==> config.mk <==
export PLATFORM = sky130hd
export DESIGN_NAME = sample_buffer_ctrl
export DESIGN_NICKNAME = d
export VERILOG_FILES = /design/src/rtl/sample_buffer_ctrl.sv
export SDC_FILE = /design/constraint.sdc
export NUM_CORES = 1
export LEC_CHECK = 0
export CORE_MARGIN = 1
export CORE_UTILIZATION = 40
export DETAILED_ROUTE_END_ITERATION = 10
export PLACE_DENSITY = 0.92
export SETUP_SLACK_MARGIN = 0.3
export SLEW_MARGIN = 20
export SYNTH_ARGS = -nofsm -noshare
export SYNTH_HDL_FRONTEND = slang
export SYNTH_SLANG_ARGS = --single-unit
==> constraint.sdc <==
create_clock -name clk -period 4.3 [get_ports clk]
set_input_delay 0.43 -clock clk [delete_from_list [all_inputs] [get_ports clk]]
set_output_delay 0.43 -clock clk [all_outputs]
set_load 0.005 [all_outputs]
==> src/rtl/sample_buffer_ctrl.sv <==
// sample_buffer_ctrl
//   Circular-buffer controller that runs a simple dual-port sample RAM
//   (one write port, one read port, registered read data) as a FIFO between
//   the SAR ADC sample stream and the host readout logic.
//
// Parameters
//   ADDR_WIDTH  RAM address width, depth = 2**ADDR_WIDTH words
//   DATA_WIDTH  sample word width
//   THRESH      fill level at or above which irq_level asserts (1..depth)
//
// Ports
//   clk, rst            clock, asynchronous active-high reset
//   capture_en          gates the ADC stream; gated samples are not drops
//   s_valid, s_data     ADC sample strobe and data (no back-pressure)
//   rd_req              host read request, one word per cycle max
//   rd_valid, rd_data   read response, one cycle after an accepted request
//   flush               synchronous clear of pointers, level and flags
//   clr_ovf             clears overflow and drop_cnt
//   level, empty, full  fill count and its end-point flags
//   overflow, drop_cnt  sticky drop flag and saturating drop counter
//   irq_level           registered level >= THRESH indication
//   ram_we, ram_waddr, ram_din   RAM write port (combinational)
//   ram_re, ram_raddr            RAM read port (combinational)
//   ram_dout                     RAM read data, one cycle after ram_re
module sample_buffer_ctrl #(
    parameter int ADDR_WIDTH = 11,
    parameter int DATA_WIDTH = 32,
    parameter int THRESH     = 1024
) (
    input  logic                  clk,
    input  logic                  rst,
    input  logic                  capture_en,
    input  logic                  s_valid,
    input  logic [DATA_WIDTH-1:0] s_data,
    input  logic                  rd_req,
    output logic                  rd_valid,
    output logic [DATA_WIDTH-1:0] rd_data,
    input  logic                  flush,
    input  logic                  clr_ovf,
    output logic [ADDR_WIDTH:0]   level,
    output logic                  empty,
    output logic                  full,
    output logic                  overflow,
    output logic [15:0]           drop_cnt,
    output logic                  irq_level,
    output logic [ADDR_WIDTH-1:0] ram_waddr,
    output logic                  ram_we,
    output logic [DATA_WIDTH-1:0] ram_din,
    output logic [ADDR_WIDTH-1:0] ram_raddr,
    output logic                  ram_re,
    input  logic [DATA_WIDTH-1:0] ram_dout
);

    localparam logic [ADDR_WIDTH:0]   THRESH_L = (ADDR_WIDTH+1)'(THRESH);
    localparam logic [ADDR_WIDTH:0]   LVL_ONE  = (ADDR_WIDTH+1)'(1);
    localparam logic [ADDR_WIDTH-1:0] PTR_ONE  = ADDR_WIDTH'(1);

    logic [ADDR_WIDTH-1:0] wptr;
    logic [ADDR_WIDTH-1:0] rptr;
    logic [ADDR_WIDTH:0]   level_nxt;
    logic                  rd_pend;
    logic                  wr_acc;
    logic                  rd_acc;
    logic                  drop;

    function automatic logic [15:0] sat_inc16(input logic [15:0] v);
        return (v == 16'hFFFF) ? v : v + 16'd1;
    endfunction

    // Level never exceeds depth, so its MSB alone marks a full buffer.
    assign empty = (level == '0);
    assign full  = level[ADDR_WIDTH];

    // Acceptance uses pre-edge full/empty, so a same-cycle read of a full
    // buffer does not make room for the write and a same-cycle write into an
    // empty buffer does not feed the read. The RAM therefore never sees a
    // read and a write to the same address in one cycle. Strobes are held
    // low while rst is asserted.
    assign wr_acc = ~rst & capture_en & s_valid & ~full & ~flush;
    assign drop   = ~rst & capture_en & s_valid &  full & ~flush;
    assign rd_acc = ~rst & rd_req & ~empty & ~flush;

    assign ram_we    = wr_acc;
    assign ram_waddr = wptr;
    assign ram_din   = s_data;
    assign ram_re    = rd_acc;
    assign ram_raddr = rptr;

    assign rd_valid  = rd_pend;
    assign rd_data   = ram_dout;

    always_comb begin
        level_nxt = level;
        case ({wr_acc, rd_acc})
            2'b10:   level_nxt = level + LVL_ONE;
            2'b01:   level_nxt = level - LVL_ONE;
            default: level_nxt = level;
        endcase
    end

    // State update; rd_pend tracks the RAM's one-cycle read latency.
    always_ff @(posedge clk or posedge rst) begin
        if (rst) begin
            wptr      <= '0;
            rptr      <= '0;
            level     <= '0;
            rd_pend   <= 1'b0;
            overflow  <= 1'b0;
            drop_cnt  <= '0;
            irq_level <= 1'b0;
        end else if (flush) begin
            wptr      <= '0;
            rptr      <= '0;
            level     <= '0;
            rd_pend   <= 1'b0;
            overflow  <= 1'b0;
            drop_cnt  <= '0;
            irq_level <= 1'b0;
        end else begin
            if (wr_acc) wptr <= wptr + PTR_ONE;
            if (rd_acc) rptr <= rptr + PTR_ONE;
            level     <= level_nxt;
            rd_pend   <= rd_acc;
            irq_level <= (level_nxt >= THRESH_L);
            // A drop in the same cycle as clr_ovf wins and restarts the count.
            if (drop) begin
                overflow <= 1'b1;
                drop_cnt <= clr_ovf ? 16'd1 : sat_inc16(drop_cnt);
            end else if (clr_ovf) begin
                overflow <= 1'b0;
                drop_cnt <= '0;
            end
        end
    end

endmodule

==> metrics.log, run 1 <==
[metrics] First DRT Iteration DRCs: 107
[metrics] Mean Syn Cell Area: approximately 9 um2
[metrics] drt drc: 0
[metrics] worst endpoint required time: approximately 4.5 ns
[metrics] number of sinks driven by the clock tree: 53
[metrics] Slew Limit Headroom: between 50% and 60%
[metrics] clock buffers created by TritonCTS: 5
[metrics] number of nets in the final layout: 477
[metrics] Top Ports: approximately 190
[metrics] total leakage power: around 1.7 nW
[metrics] half-perimeter wire length of the detailed placement result: ~5700 um
[metrics] run status: finished, final reports clean
[metrics] Arrival @ worst endpoint: around 4.0 ns
[metrics] die area: a little over 0.009 mm2
[metrics] aggregate negative setup slack: 0 ns
[metrics] number of warning messages in the yosys log: 0
[metrics] setup repair after global routing missed its margin: no
[metrics] final global-route overflow total: 0
[metrics] Setup WS pre-CTS: 0.328 ns
[metrics] number of antenna violations at the first check in global routing: 0
[metrics] Period minus WS final: 3.78 ns
[metrics] Hold Violations, Final: 0
[metrics] post-synthesis sequential area ratio: between 30 and 40%
[metrics] antenna cells: 0
[metrics] sort of element at the end of the critical path: register
[metrics] number of H-tree branching levels: 2
[metrics] Worst Path Max Fanout: 13
[metrics] Final ANT Viol Nets: 0
[metrics] effective utilization at floorplan: 41.0%
[metrics] final core utilization: around 45%
[metrics] standard cell area after detailed placement: ~0.0038 mm2
[metrics] Setup Viol. Count Final: 0
[metrics] vertical extent of the die: roughly 96 um
[metrics] standard-cell rows: 34
[metrics] FMAX: roughly 0.26 GHz
[metrics] Seq cells post-synth: 53
[metrics] Max Transition Viols Final: 0
[metrics] Max Buffers Root-to-Sink: 2
[metrics] number of library cell types mapped by synthesis: 51
[metrics] PortBufs: 63
[metrics] fraction of layout cells with a size suffix above 1: around 5.1%
[metrics] via count of the first global-routing pass: approximately 2,600
[metrics] final cell count without fillers: 500
[metrics] type of the worst setup path: reg2reg
[metrics] Worst Max-Slew Pin Slew: between 0.6 and 0.7 ns
[metrics] die width: approximately 96 um
[metrics] CTS tree: built
[metrics] part of the cycle the worst path needs: approximately 90%
[metrics] kind of launch point of the worst setup path: register
[metrics] global-route usage over all layers: 16.9%
[metrics] Placed Cells incl. Taps: around 490
[metrics] vias per std cell: roughly 5.5
[metrics] Max Cap Viol: 0
[metrics] number of buffers inserted to repair setup after CTS: 0
[metrics] vias: 2,763
[metrics] first drt pass iteration count: 4
[metrics] layout overhead on the synthesized area: 9.96%
[metrics] worst setup slack after layout: approximately 0.52 ns
[metrics] post-DR wirelength/cell: around 15 um
[metrics] Max VDD drop: around 130 uV
[metrics] Final GP Congestion: approximately 0.86
[metrics] clock latency reported for the late side of the worst-skew pair: approximately 0.30 ns
[metrics] clock transition at the register clock pins on the worst setup and hold paths after CTS: 0.10 ns
[metrics] global-route wire length before repair: between 10,000 and 15,000 um
[metrics] number of filler cells placed in the layout: a little over 800
[metrics] cells after synthesis: just under 400
[metrics] final design instance area without fill: approximately 0.004 mm2
[metrics] post-synthesis instance area: around 0.0036 mm2
[metrics] type of the most critical hold path: reg2reg
[metrics] final setup skew: a little under 0.009 ns
[metrics] Detailed Route WL: a little under 8000 um
[metrics] maximum number of pins on one net before global-route repair: 54
[metrics] post-synthesis net count: 479
[metrics] Core Region: 0.00868 mm2
[metrics] Power Density: 219 mW/mm2
[metrics] buffer type at the clock tree root: sky130_fd_sc_hd__clkbuf_8
worst paths after layout:
check | startpoint | end | slack (ns) | depth (start not counted)
min | overflow$_DFFE_PP0P_ | overflow$_DFFE_PP0P_ | 0.55 | 2
max | level[6]$_DFF_PP0_ | irq_level$_DFF_PP0_ | 0.52 | 11
min reg2reg | overflow$_DFFE_PP0P_ | overflow$_DFFE_PP0P_ | 0.55 | 2
max reg2reg | level[6]$_DFF_PP0_ | irq_level$_DFF_PP0_ | 0.52 | 11
min in group asynchronous | rst | level[4]$_DFF_PP0_ | 0.76 | 3
max in group asynchronous | rst | ram_raddr[1]$_DFFE_PP0P_ | 3.07 | 3
state kept, by name, summed over array words and instances (netlist names):
name	cells
drop_cnt	16
level	12
ram_raddr	11
ram_waddr	11
irq_level	1
overflow	1
rd_valid	1
synthesized netlist by cell type, drive strengths merged:
library cell / number / area, um2
ha: 14 / 175
a311oi: 1 / 15.0
o2111a: 1 / 11.3
a211o: 2 / 17.5
o21ai: 13 / 65.1
nand2: 33 / 124
nand2b: 1 / 6.26
a21oi: 12 / 60.1
or2: 3 / 18.8
nor2: 42 / 158
a311o: 1 / 10.0
clkbuf: 7 / 26.3
fa: 1 / 20.0
nor3b: 1 / 7.51
nand4: 9 / 62.6
nor3: 9 / 56.3
a211oi: 3 / 27.5
nor4b: 2 / 17.5
o311ai: 3 / 26.3
and3: 2 / 12.5
nand3: 15 / 75.1
and4: 5 / 43.8
o21a: 2 / 15.0
a31oi: 1 / 6.26
a221oi: 1 / 8.76
nor4bb: 1 / 10.0
or3: 3 / 18.8
o41ai: 2 / 17.5
o211a: 1 / 10.0
o31ai: 1 / 7.51
dfrtp: 53 / 1330
nor4: 9 / 56.3
and2: 9 / 56.3
xor2: 17 / 149
mux2i: 4 / 40.0
buf: 69 / 505
inv: 8 / 30.0
o21bai: 1 / 7.51
nor2b: 3 / 18.8
xnor2: 18 / 158
o211ai: 1 / 7.51
a21o: 9 / 70.1
where the power goes:
part / leakage [nW] / switching (W) / internal (W)
Clock: 0.0385 / 0.000161 / 0.000116
Combinational: 0.906 / 0.0000434 / 0.0000289
Sequential: 0.739 / 0.00000465 / 0.000501
what timing repair did:
item	4_1_cts	5_1_grt
endpoints found under the setup margin	0	1
endpoints found under the hold margin	0	0
hold buffers	0	0
gates resized for setup	0	1
worst max-delay path: stages, from the launching register on:
cell and delay, ns:
sky130_fd_sc_hd__dfrtp_1 0.44, sky130_fd_sc_hd__nor4_1 0.55, sky130_fd_sc_hd__a311oi_2 0.19, sky130_fd_sc_hd__and2_1 0.21
sky130_fd_sc_hd__ha_1 0.38, sky130_fd_sc_hd__ha_1 0.38, sky130_fd_sc_hd__a211o_1 0.32, sky130_fd_sc_hd__a211oi_2 0.26
sky130_fd_sc_hd__nor2_1 0.12, sky130_fd_sc_hd__a311o_1 0.39, sky130_fd_sc_hd__o2111a_1 0.17, sky130_fd_sc_hd__a211o_1 0.27
per-layer routing:
metal	up-vias	global-route usage (%)	share of wire, %
met4	0	6.72	1.7
li1	1290	-	-
met1	1334	20.2	40
met3	16	3.08	6.6
met2	123	29.9	52
met5	-	0	0
cells by family (layout without fill, tap and decap cells):
kind of cell | Yosys count | count (layout) | share of synthesized area (%)
AOI/OAI and AO/OA | 55 | 55 | 10.8
xor gates and xnor gates | 35 | 35 | 8.62
adders and majority gates | 15 | 15 | 5.49
buffers and inverters | 84 | 83 | 15.8
DFF | 53 | 53 | 37.3
muxes | 4 | 4 | 1.13
and+or+nand+nor | 147 | 147 | 20.9
layout make-up:
class / instances / area, um2 / area share, %
clock inverters: 1 / 7.51 / 0.192
well taps: 108 / 135 / 3.46
multi-input cells: 256 / 1670 / 42.8
clock buffers: 7 / 76.3 / 1.95
inverters: 8 / 30.0 / 0.768
repair buffers: 67 / 661 / 16.9
flip-flops and latches: 53 / 1330 / 33.9
through the flow:
step,total power (W),hold WS [ns]
global placement,0.000586,0.524
global route,0.000892,0.582
floorplan,0.000604,0.512
CTS,0.000867,0.558
finish,0.000855,0.550
detailed placement,0.000588,0.540
cells in the final DEF, fill, tap and decap left out, types with 2 or more instances in the layout:
master	n
sky130_fd_sc_hd__clkdlybuf4s50_1	63
sky130_fd_sc_hd__dfrtp_1	53
sky130_fd_sc_hd__nor2_1	42
sky130_fd_sc_hd__nand2_1	33
sky130_fd_sc_hd__xnor2_1	18
sky130_fd_sc_hd__xor2_1	17
sky130_fd_sc_hd__nand3_1	15
sky130_fd_sc_hd__ha_1	14
sky130_fd_sc_hd__o21ai_0	12
sky130_fd_sc_hd__a21oi_1	12
sky130_fd_sc_hd__and2_1	9
sky130_fd_sc_hd__nand4_1	8
sky130_fd_sc_hd__nor3_1	8
sky130_fd_sc_hd__nor4_1	8
sky130_fd_sc_hd__inv_1	7
sky130_fd_sc_hd__a21o_1	7
sky130_fd_sc_hd__and4_1	5
sky130_fd_sc_hd__clkbuf_8	5
sky130_fd_sc_hd__mux2i_1	4
sky130_fd_sc_hd__buf_4	4
sky130_fd_sc_hd__nor2b_1	3
sky130_fd_sc_hd__or3_1	3
sky130_fd_sc_hd__and3_1	2
sky130_fd_sc_hd__o41ai_1	2
sky130_fd_sc_hd__or2_2	2
sky130_fd_sc_hd__nor4b_1	2
sky130_fd_sc_hd__o311ai_0	2
sky130_fd_sc_hd__a211oi_1	2
sky130_fd_sc_hd__o21a_1	2
sky130_fd_sc_hd__a211o_1	2
sky130_fd_sc_hd__a21o_2	2
sky130_fd_sc_hd__clkbuf_1	2
Power figures use the tool's default switching activity.
==> run 2, diff against run 1 <==
--- a/config.mk
+++ b/config.mk
@@ -6,9 +6,10 @@
 export NUM_CORES = 1
 export LEC_CHECK = 0
 export CORE_MARGIN = 1
-export CORE_UTILIZATION = 40
+export CORE_UTILIZATION = 35
 export DETAILED_ROUTE_END_ITERATION = 10
-export PLACE_DENSITY = 0.92
+export GPL_ROUTABILITY_DRIVEN = 0
+export PLACE_DENSITY = 0.83
 export SETUP_SLACK_MARGIN = 0.3
 export SLEW_MARGIN = 20
 export SYNTH_ARGS = -nofsm -noshare
==> run 2 against run 1 <==
Compared with the run above:
- sequential share of layout area shrank 0.51 points
- hold slack lost 0.0042 ns
- die area increased by 14%
- wire length rose by 1.3%
- first-iteration DRC count fell by 20%
- clock skew rose by 0.0017 ns
- register-to-register slack better by 0.06 ns
- flip-flop and latch count unchanged
- worst setup slack improved by 0.063 ns
- global-route usage down 1.4 points
==> metrics.log, run 2 (synthesis results as in run 1) <==
[metrics] setup repair after global routing missed its margin: no
[metrics] Arrival @ worst endpoint: 3.92 ns (-0.04 ns)
[metrics] vias per std cell: 5.17 (-6.5%)
[metrics] Period minus WS final: 3.72 ns (-0.0631 ns)
[metrics] effective utilization at floorplan: 36.2% (-4.8 points)
[metrics] final core utilization: 40.4% (-4.6 points)
[metrics] CP max stage delay: 0.55 ns (about the same)
[metrics] Worst Path Max Fanout: 13 (unchanged)
[metrics] fraction of layout cells with a size suffix above 1: 6.33% (+1.2 points)
[metrics] Final ANT Viol Nets: 0 (unchanged)
[metrics] crit-path cells: nor4_1 -> a311oi_2 -> and2_1 -> ha_1 -> ha_1 -> a211o_1 -> a211oi_2 -> nor2_1 -> a311o_1 -> o2111a_1 -> a211o_1
[metrics] die width: 103 um (+6.8%)
[metrics] FMAX: 0.269 GHz (+1.7%)
[metrics] worst endpoint required time: 4.50 ns (about the same)
[metrics] total leakage power: 1.70 nW (+1.2%)
[metrics] Final Hold Slack: 0.546 ns (-0.00416 ns)
[metrics] aggregate negative setup slack: 0 ns (unchanged)
[metrics] Setup Viol. Count Final: 0 (unchanged)
[metrics] Max Cap Viol: 0 (unchanged)
[metrics] type of the most critical hold path: reg2reg
[metrics] Worst Max-Slew Pin Slew: 0.666 ns (-0.0122 ns)
[metrics] Top Ports: 192 (unchanged)
[metrics] number of buffers inserted to repair setup after CTS: 0 (unchanged)
[metrics] CTS tree: built
[metrics] top register by number of flip-flops: drop_cnt
[metrics] number of antenna violations at the first check in global routing: 0 (unchanged)
[metrics] Detailed Route WL: 7850 um (+1.3%)
[metrics] kind of launch point of the worst setup path: register
[metrics] number of nets in the final layout: 480 (+0.63%)
[metrics] post-DR wirelength/cell: 14.9 um (-4.0%)
[metrics] standard-cell rows: 36 (+5.9%)
[metrics] vias: 2,728 (-1.3%)
[metrics] number of H-tree branching levels: 2 (unchanged)
[metrics] Slew Limit Headroom: 55.6% (+0.81 points)
[metrics] Resized cells post-CTS: 0 (unchanged)
[metrics] number of sinks driven by the clock tree: 53 (unchanged)
[metrics] drt drc: 0 (unchanged)
[metrics] global-route usage over all layers: 15.6% (-1.4 points)
[metrics] Power Density: 219 mW/mm2 (about the same)
[metrics] CP Buf/Inv Count: 0 (unchanged)
[metrics] final setup skew: 0.0104 ns (+0.00170 ns)
[metrics] Top Registers: drop_cnt x16, level x12
[metrics] final global-route overflow total: 0 (unchanged)
[metrics] half-perimeter wire length of the detailed placement result: 5820 um (+1.8%)
[metrics] First DRT Iteration DRCs: 86 (-20%)
[metrics] buffer type at the clock tree root: sky130_fd_sc_hd__clkbuf_8
[metrics] vertical extent of the die: 103 um (+6.8%)
[metrics] Hold Violations, Final: 0 (unchanged)
[metrics] clock transition at the register clock pins on the worst setup and hold paths after CTS: 0.10 ns (about the same)
[metrics] Max Transition Viols Final: 0 (unchanged)
[metrics] sort of element at the end of the critical path: register
[metrics] Core Region: 0.00982 mm2 (+13%)
[metrics] post-cts hold buffer count: 0 (unchanged)
[metrics] Max Buffers Root-to-Sink: 2 (unchanged)
[metrics] die area: 0.0106 mm2 (+14%)
[metrics] kind of cell adding the most delay to the critical path: compound AO/OA/AOI/OAI gates
[metrics] clock buffers created by TritonCTS: 5 (unchanged)
[metrics] first drt pass iteration count: 4 (unchanged)
[metrics] highest-count cells in the layout ignoring fill and taps: sky130_fd_sc_hd__clkdlybuf4s50_1 (63), sky130_fd_sc_hd__dfrtp_1 (53), sky130_fd_sc_hd__nor2_1 (42)
[metrics] antenna cells: 0 (unchanged)
[metrics] clock latency reported for the late side of the worst-skew pair: 0.31 ns (about the same)
[metrics] commonest non-fill, non-tap cell in the layout: sky130_fd_sc_hd__clkdlybuf4s50_1
[metrics] layout overhead on the synthesized area: 11.7%
[metrics] via count of the first global-routing pass: 2,763 (+6.1%)
[metrics] max FFs per register: 16 (unchanged)
[metrics] type of the worst setup path: reg2reg
[metrics] cell with the largest stage delay on the worst path: sky130_fd_sc_hd__nor4_1
[metrics] run status: finished, final reports clean
[metrics] PortBufs: 63 (unchanged)
[metrics] global-route wire length before repair: 12,900 um (+5.0%)
[metrics] Worst R2R Setup Slack: 0.58 ns (+0.06 ns)
[metrics] Max VDD drop: 134 uV (+1.5%)
[metrics] maximum number of pins on one net before global-route repair: 54 (unchanged)
[metrics] part of the cycle the worst path needs: 86.4% (-1.5 points)
## run 2: layout make-up
cell class                      count  area [um2]
Multi-Input combinational cell    256        1670
Clock inverter                      3        21.3
Fill cell                         988        5850
Inverter                            8        30.0
Sequential cell                    53        1330
Tap cell                          133         166
Clock buffer                        5        68.8
Timing Repair Buffer               70         683
## run 2: through the flow
| stage | total power (W) | area [um2] | std cells | setup slack [ns] |
|---|---|---|---|---|
| 2_1_floorplan | 0.000604 | 3550 | 393 | 0.825 |
| 3_3_place_gp | 0.000589 | 3870 | 520 | 0.450 |
| 3_5_place_dp | 0.000591 | 3870 | 520 | 0.308 |
| 4_1_cts | 0.000881 | 3960 | 528 | 0.568 |
| 5_1_grt | 0.000910 | 3970 | 528 | 0.340 |
| 6_report | 0.000868 | 3970 | 528 | 0.584 |
## run 2: power breakdown
group	internal (W)	switching (W)	total [W]	leakage (nW)
Clock	0.000116	0.000171	0.000287	0.0445
Combinational	0.0000299	0.0000451	0.0000750	0.921
Sequential	0.000501	0.00000461	0.000506	0.739
## run 2: path summary, 6_finish.rpt
check,endpoint,cells after the start,startpoint
max,irq_level$_DFF_PP0_,11,level[6]$_DFF_PP0_
min,ram_waddr[10]$_DFFE_PP0P_,2,ram_waddr[10]$_DFFE_PP0P_
max reg2reg,irq_level$_DFF_PP0_,11,level[6]$_DFF_PP0_
min reg2reg,ram_waddr[10]$_DFFE_PP0P_,2,ram_waddr[10]$_DFFE_PP0P_
max in group asynchronous,ram_waddr[6]$_DFFE_PP0P_,3,rst
min in group asynchronous,level[7]$_DFF_PP0_,3,rst
## run 2: layer usage
layer | up-vias | track usage (%) | share of wire [%]
li1 | 1292 | - | -
met1 | 1320 | 17.5 | 42
met2 | 73 | 26.9 | 49
met3 | 43 | 4.00 | 5.0
met4 | 0 | 8.67 | 4.1
met5 | - | 0 | 0
## run 2: tightest hold or removal path, delay by kind of cell, from the launching register on
kind / cells / cell delay, ns
and+or+nand+nor: 1 / 0.08
DFF: 1 / 0.36
xor gates and xnor gates: 1 / 0.07
==> run 3, diff against run 2 <==
--- a/config.mk
+++ b/config.mk
@@ -15,3 +15,4 @@
 export SYNTH_ARGS = -nofsm -noshare
 export SYNTH_HDL_FRONTEND = slang
 export SYNTH_SLANG_ARGS = --single-unit
+export TNS_END_PERCENT = 100
==> results of run 3 <==
Final layout, timing and power as in run 2 (identical DEF).
